**src/rtl/mult_div_unit.sv**
```systemverilog
// Iterative MIPS multiply/divide unit owning HI/LO: shift-add multiply, restoring divide,
// WIDTH iterations per operation plus one sign-fixup cycle.
module mult_div_unit #(
  parameter int WIDTH = 32
) (
  input  logic             CLK,
  input  logic             rst,
  input  logic             start,
  input  logic [1:0]       op,
  input  logic [WIDTH-1:0] SrcA,
  input  logic [WIDTH-1:0] SrcB,
  input  logic             hi_we,
  input  logic             lo_we,
  input  logic [WIDTH-1:0] WD,
  output logic             busy,
  output logic             done,
  output logic [WIDTH-1:0] HI,
  output logic [WIDTH-1:0] LO
);
  localparam int CW = $clog2(WIDTH + 1);

  typedef enum logic [1:0] {IDLE, RUN, FIX} state_t;
  state_t state, state_nxt;

  logic [CW-1:0]      count;
  logic               is_div;
  logic               neg_q;
  logic               neg_r;
  logic [WIDTH-1:0]   a_raw;
  logic [WIDTH-1:0]   opa;
  logic [WIDTH-1:0]   opb;
  logic [2*WIDTH-1:0] prod;
  logic [WIDTH-1:0]   rem;
  logic [WIDTH-1:0]   quo;

  // Handshake: start is honoured only in IDLE; busy covers RUN and FIX; done pulses after FIX.
  always_ff @(posedge CLK or posedge rst) begin
    if (rst) state <= IDLE;
    else     state <= state_nxt;
  end

  always_comb begin
    state_nxt = state;
    case (state)
      IDLE:    if (start) state_nxt = RUN;
      RUN:     if (count == CW'(WIDTH - 1)) state_nxt = FIX;
      FIX:     state_nxt = IDLE;
      default: state_nxt = IDLE;
    endcase
  end

  // Launch-time operand conditioning (signed ops only when op[0] is 0).
  logic             sgn_op;
  logic             a_neg;
  logic             b_neg;
  logic [WIDTH-1:0] a_mag;
  logic [WIDTH-1:0] b_mag;

  always_comb begin
    sgn_op = ~op[0];
    a_neg  = sgn_op & SrcA[WIDTH-1];
    b_neg  = sgn_op & SrcB[WIDTH-1];
    a_mag  = a_neg ? -SrcA : SrcA;
    b_mag  = b_neg ? -SrcB : SrcB;
  end

  // One iteration of each algorithm; rem_sh is the WIDTH+1-bit partial remainder.
  logic [WIDTH:0]     mul_sum;
  logic [WIDTH:0]     rem_sh;
  logic               rem_ge;
  logic [2*WIDTH-1:0] prod_s;
  logic [WIDTH-1:0]   quo_s;
  logic [WIDTH-1:0]   rem_s;

  always_comb begin
    mul_sum = {1'b0, prod[2*WIDTH-1:WIDTH]} + (prod[0] ? {1'b0, opa} : '0);
    rem_sh  = {rem, quo[WIDTH-1]};
    rem_ge  = rem_sh[WIDTH] | (rem_sh[WIDTH-1:0] >= opb);
    prod_s  = neg_q ? -prod : prod;
    quo_s   = neg_q ? -quo : quo;
    rem_s   = neg_r ? -rem : rem;
  end

  always_ff @(posedge CLK or posedge rst) begin
    if (rst) begin
      count  <= '0;
      is_div <= 1'b0;
      neg_q  <= 1'b0;
      neg_r  <= 1'b0;
      a_raw  <= '0;
      opa    <= '0;
      opb    <= '0;
      prod   <= '0;
      rem    <= '0;
      quo    <= '0;
      busy   <= 1'b0;
      done   <= 1'b0;
      HI     <= '0;
      LO     <= '0;
    end else begin
      done <= 1'b0;
      case (state)
        IDLE: begin
          if (start) begin
            is_div <= op[1];
            neg_q  <= a_neg ^ b_neg;
            neg_r  <= a_neg;
            a_raw  <= SrcA;
            opa    <= a_mag;
            opb    <= b_mag;
            prod   <= {{WIDTH{1'b0}}, b_mag};
            rem    <= '0;
            quo    <= a_mag;
            count  <= '0;
            busy   <= 1'b1;
          end else begin
            if (hi_we) HI <= WD;
            if (lo_we) LO <= WD;
          end
        end
        RUN: begin
          count <= count + 1'b1;
          if (is_div) begin
            rem <= rem_ge ? (rem_sh[WIDTH-1:0] - opb) : rem_sh[WIDTH-1:0];
            quo <= {quo[WIDTH-2:0], rem_ge};
          end else begin
            prod <= {mul_sum, prod[WIDTH-1:1]};
          end
        end
        FIX: begin
          busy <= 1'b0;
          done <= 1'b1;
          if (!is_div) begin
            HI <= prod_s[2*WIDTH-1:WIDTH];
            LO <= prod_s[WIDTH-1:0];
          end else if (opb == '0) begin
            // Divide by zero: quotient saturates, remainder is the original dividend.
            HI <= a_raw;
            LO <= '1;
          end else begin
            HI <= rem_s;
            LO <= quo_s;
          end
        end
        default: ;
      endcase
    end
  end
endmodule

```
**config.mk**
```make
export PLATFORM = sky130hd
export DESIGN_NAME = mult_div_unit
export DESIGN_NICKNAME = d
export VERILOG_FILES = /design/src/rtl/mult_div_unit.sv
export SDC_FILE = /design/constraint.sdc
export NUM_CORES = 1
export LEC_CHECK = 0
export BUFFER_PORTS_ARGS = -buffer_cell sky130_fd_sc_hd__buf_2
export CAP_MARGIN = 10
export CORE_ASPECT_RATIO = 0.8
export CORE_UTILIZATION = 50
export CTS_CLUSTER_SIZE = 30
export DETAILED_ROUTE_END_ITERATION = 12
export GPL_ROUTABILITY_DRIVEN = 0
export PLACE_DENSITY = 0.73
export SETUP_SLACK_MARGIN = 0.05
export SKIP_CTS_REPAIR_TIMING = 1
export SLEW_MARGIN = 20
export SYNTH_ARGS = -nofsm -noshare
export SYNTH_HDL_FRONTEND = slang
export SYNTH_SLANG_ARGS = --single-unit
```
**constraint.sdc**
```tcl
create_clock -name CLK -period 12.3 [get_ports CLK]
set_input_delay 2.46 -clock CLK [delete_from_list [all_inputs] [get_ports CLK]]
set_output_delay 2.46 -clock CLK [all_outputs]
set_load 0.01 [all_outputs]
```
# --- Word level (Yosys, flattened, before mapping) ---
# Index checks and enable logic that the tools add are counted.
totals:
  reg_bits: 301
  latch_bits: 0
  ramBits: 0
  mem_bits_ro: 0
  in_bits: 103
  wordCells: 85
  n_memories: 0
classes:
  n_addsub: 8
  multipliers: 0
  n_div: 0
  n_lt_le_gt_ge: 1
  n_eq_ne: 10
  n_shift: 0
  mux: 34
  bitwise: 5
  reduce_logical: 12
ops:
  columns: ["op", "count"]
  rows:
  - ["$mux W32", 18]
  - ["$pmux W32 S2", 4]
  - ["$mux W64", 3]
  - ["$neg A32 Y32", 4]
  - ["$pmux W64 S2", 1]
  - ["$neg A64 Y64", 1]
  - ["$add A32 B32 Y33", 1]
  - ["$ge A32 B32 Y1", 1]
  - ["$logic_not A32 Y1", 1]
  - ["$sub A32 B32 Y32", 1]
  - ["$ne A2 B2 Y1 const B", 7]
  - ["$pmux W6 S2", 1]
  - ["$reduce_and A3 Y1", 4]
  - ["$reduce_and A2 Y1", 4]
  - ["$add A6 B1 Y6 const B", 1]
  - ["$eq A6 B5 Y1 const B", 1]
  - ["$mux W6", 1]
  - ["$mux W2", 2]
  - ["$pmux W2 S2", 1]
  - ["$reduce_bool A2 Y1", 2]
  - ["$and A1 B1 Y1", 2]
  - ["$eq A2 B1 Y1 const B", 1]
  - ["$eq A2 B2 Y1 const B", 1]
  - ["$logic_not A2 Y1", 1]
  - ["5 further kinds", 6]

# --- Depth between registers and ports, before layout ---
logic_depth:
  ltp_word: 5
  ltp_mapped: 14
  ltp_nobuf: 14

# --- Worst setup path after synthesis ---
# OpenSTA, ideal clock, no wires.
synth_path:
  kind: "input to register"
  from: "input SrcA[10]"
  to: "register quo[30]"
  t_arrival_ns: 4.629
  required_time_ns: 12.162
  setup_slack_ns: 7.534
  path_stages: 10
  path_cell_list: "or4_1 -> or3_1 -> nor2_1 -> nand2_1 -> o41ai_2 -> a21boi_1 -> o21ai_1 -> xor2_1 -> nand2_1 -> o211ai_1"
synth_via:
  elab_chain_len: 4
synth_lines:
  columns: ["item", "line", "source"]
  rows:
  - ["start: declaration", "10", "input logic [WIDTH-1:0] SrcA,"]
  - ["$neg A32 Y32", "63", "a_mag = a_neg ? -SrcA : SrcA;"]
  - ["$mux W32", "63", null]
  - ["$mux W32", "104", "if (start) begin"]
  - ["$pmux W32 S2", "102", "case (state)"]
  - ["end signal: assignment", "113", "quo <= a_mag;"]
  - ["end signal: assignment", "125", "quo <= {quo[WIDTH-2:0], rem_ge};"]
  - ["end: declaration", "34", "logic [WIDTH-1:0] quo;"]
# No other way between the ends. The select of a mux whose other input is x is not followed.
# A chain may end at the register's enable or synchronous reset.

# --- Worst setup path after layout ---
layout_path:
  from: "input SrcA[10]"
  to: "register quo[27]"
# The elaborated chain is that of the path after synthesis.

==> results by group <==
Status
  • Status: completed

Logic synthesis
  • Area share of the largest cell type after synthesis: around 37%
  • Count leader, synth: nand2_1
  • Unique masters post-synth: slightly below 80
  • Ys flop type: dfrtp_1
  • Synth warn: 0
  • Syn nets: about 2,700
  • EDFF count, synth: 0
  • Synth async-reset ratio: 100%
  • Area of the mapped netlist: ~20,000 um^2
  • Sequential share of the synthesized area: between 30 and 40%
  • Main area contributors after synthesis: dfrtp_1 (37%), nand2_1 (8.0%), o21ai_0 (7.5%)
  • Syn_area_per_cell: approximately 8 um^2
  • Post-synthesis sequential element count: 300
  • Cell accounting for the most synthesized area: dfrtp_1
  • Syn Inst Count: 2,549
  • Commonest cells post-synth: nand2_1 (436), o21ai_0 (308), dfrtp_1 (300), a21oi_1 (194), nor2_1 (181)

Place
  • PortBufs: approximately 170
  • Post-DP HPWL: 52,700 um

STA
  • Max Slew Vio Count: 0
  • Worst rel slew slack: approximately a third
  • Unrepaired setup endpoints after global routing: no
  • Setup_tns: 0 ns
  • Fin. Hold Viols: 0
  • Final worst path period need: 5.00 ns
  • Worst Tran Pin Value: between 1 and 1.5 ns
  • Final Cycle Share: around two fifths
  • Setup violators final: 0
  • Fmax: around 0.20 GHz
  • Setup Skew: 0.0155 ns

Floorplanning
  • # IOs: approximately 170
  • Row cnt: 65
  • Die ar.: between 40,000 and 50,000 um^2
  • Die width: approximately 230 um
  • Die Y: roughly 180 um
  • Placeable Area: 39,900 um^2
  • Initial Util: 51.3%

Route
  • Via count: around 20,000
  • Routed WL per cell: 22.0 um
  • Vias per cell: around 6.3
  • Iteration-0 DRC Markers: 2,501
  • Drt pass-1 iters: 8
  • DRC errors left: 0
  • ANT nets after route: 0
  • Routed wire length: 70,000 um

Global route
  • First-pass GRT wire length: ~110,000 um
  • Vias in the first global route: about 19,000
  • Initial antenna violation count: 1
  • Global Route Usage Sum: between 30% and 40%
  • Largest net degree at the start of global routing: between 100 and 150
  • GRT overflow: 0

Power and ir drop
  • Combinational share of power: between 50% and 60%
  • Sequential share of power: ~30%
  • Internal power: about 3.6 mW
  • Switch Pwr: approximately 3.4 mW
  • Clock network fraction of total power: between 10% and 20%
  • Pwr Density: around 310 nW/um^2
  • Maximum VDD drop: between 150 and 200 uV
  • Static Leak: 9.93 nW
  • Sw frac: roughly half

Setup path
  • R2R setup slack: 7.99 ns
  • Setup crit end kind: register
  • WP data required: around 13 ns
  • Crit Path Category: in -> reg
  • CP Max Fanout: 5
  • Arrival @ worst endpoint: 5.41 ns
  • Startpoint Class: primary input

Finish
  • Final #Nets: about 2,800
  • Layout area overhead: 11.3%
  • Share of cells above drive strength 1: 11.2%
  • Final core occ: 57.1%

Clock network
  • CTS buffer count: 35
  • Root buf cell: clkbuf_16
  • Sinks on Clock Net: 300
  • Clk_lat worst skew: about 0.54 ns
  • Max clock buf depth: 3
  • Max H-tree Level: 2
  • Reg clk slew, reported paths: 0.06 ns
  • TritonCTS clock tree: built

Worst hold path
  • Hold WC Path Type: reg -> reg

Run
  • Max-cap violation count: 0
-- registers in the layout, indices dropped and copies added, names as in the netlist, 2 cells and up --
signal,flops
count,6
opb,32
prod,64
state,2
HI,32
LO,32
quo,32
opa,31
rem,32
a_raw,32
-- power by group through the flow --
stage | Clock [mW] | Sequential, mW | Combinational, mW
final | 1.07 | 2.09 | 3.89
after global routing | 1.11 | 2.14 | 4.30
after CTS | 1.08 | 2.07 | 3.80
after detailed placement | 0 | 2.08 | 3.78
after global placement | 0 | 2.06 | 3.66
after floorplan | 0 | 1.85 | 2.85
-- per-stage QoR --
stage	hold WS [ns]	cells	instance area [um^2]	worst slack, ns	power (mW)
global placement	0.453	3123	21600	6.83	5.72
floorplan	0.438	2549	20500	1.55	4.70
global route	0.497	3186	22800	7.03	7.55
finish	0.472	3187	22800	7.30	7.05
detailed placement	0.462	3123	21600	6.82	5.86
CTS	0.475	3186	22800	7.37	6.95
-- final cells by class --
class                   count  area, um^2
fillers                  3610       17100
multi-input cells        2028       12200
flip-flops and latches    300        7510
clock buffers              50        1020
repair buffers            187         983
well taps                 536         671
inverters                  72         278
clock inverters            13         144
diodes                      1        2.50
-- routing by layer --
metal	track usage, %	vias up	routed length, um
met5	0	-	0
met4	17.0	0	4070
met3	8.22	221	7200
met2	50.1	1086	30000
met1	44.9	9660	28800
li1	-	9151	-
-- logic make-up after synthesis --
family | count (synthesis) | share of synthesized area [%]
multiplexers | 23 | 1.15
XOR/XNOR | 231 | 9.88
buffers and inverters | 221 | 4.07
adder cells (fa/ha/maj) | 72 | 4.47
AND/OR/NAND/NOR | 887 | 20.0
flip-flops | 300 | 36.7
AO/OA/AOI/OAI | 815 | 23.7
-- critical path: stages --
cell and delay, ns:
buf_2 0.13, or4_1 0.59, or3_1 0.36, nor3_1 0.57
nand3b_1 0.26, nor3_1 0.40, nor2_1 0.11, xnor2_1 0.23
nor2_1 0.07, a21oi_1 0.16, o21ai_1 0.08
-- path summary, 6_finish.rpt --
path                                          start                   end  cells after the start
worst min-delay path             opa[2]$_DFFE_PP0P_    opa[2]$_DFFE_PP0P_                      2
worst max-delay path                       SrcA[10]   quo[27]$_DFFE_PP0P_                     11
worst min register to register   opa[2]$_DFFE_PP0P_    opa[2]$_DFFE_PP0P_                      2
min in group asynchronous                       rst    opb[0]$_DFFE_PP0P_                      2
worst max register to register  prod[0]$_DFFE_PP0P_  prod[62]$_DFFE_PP0P_                     12
max in group asynchronous                       rst     neg_q$_DFFE_PP0P_                      4
-- placed cells by master, fill, tap and decap left out, types with 17 or more instances in the layout --
cell / count
dfrtp_1: 298
xor2_1: 82
nand3_1: 26
ha_1: 70
mux2i_1: 19
nand2b_1: 17
o41ai_1: 19
a31oi_1: 18
or4_1: 21
inv_1: 71
nor4_1: 24
and2_1: 35
nor3_1: 28
nor2_1: 178
o31ai_1: 47
a21oi_1: 194
or3_1: 18
a22oi_1: 17
o21ai_1: 53
clkbuf_16: 35
a21o_1: 32
o22ai_1: 19
buf_4: 19
xnor2_1: 149
nand2_1: 436
o21ai_0: 308
nand4_1: 21
buf_2: 168
Power figures use the tool's default switching activity.
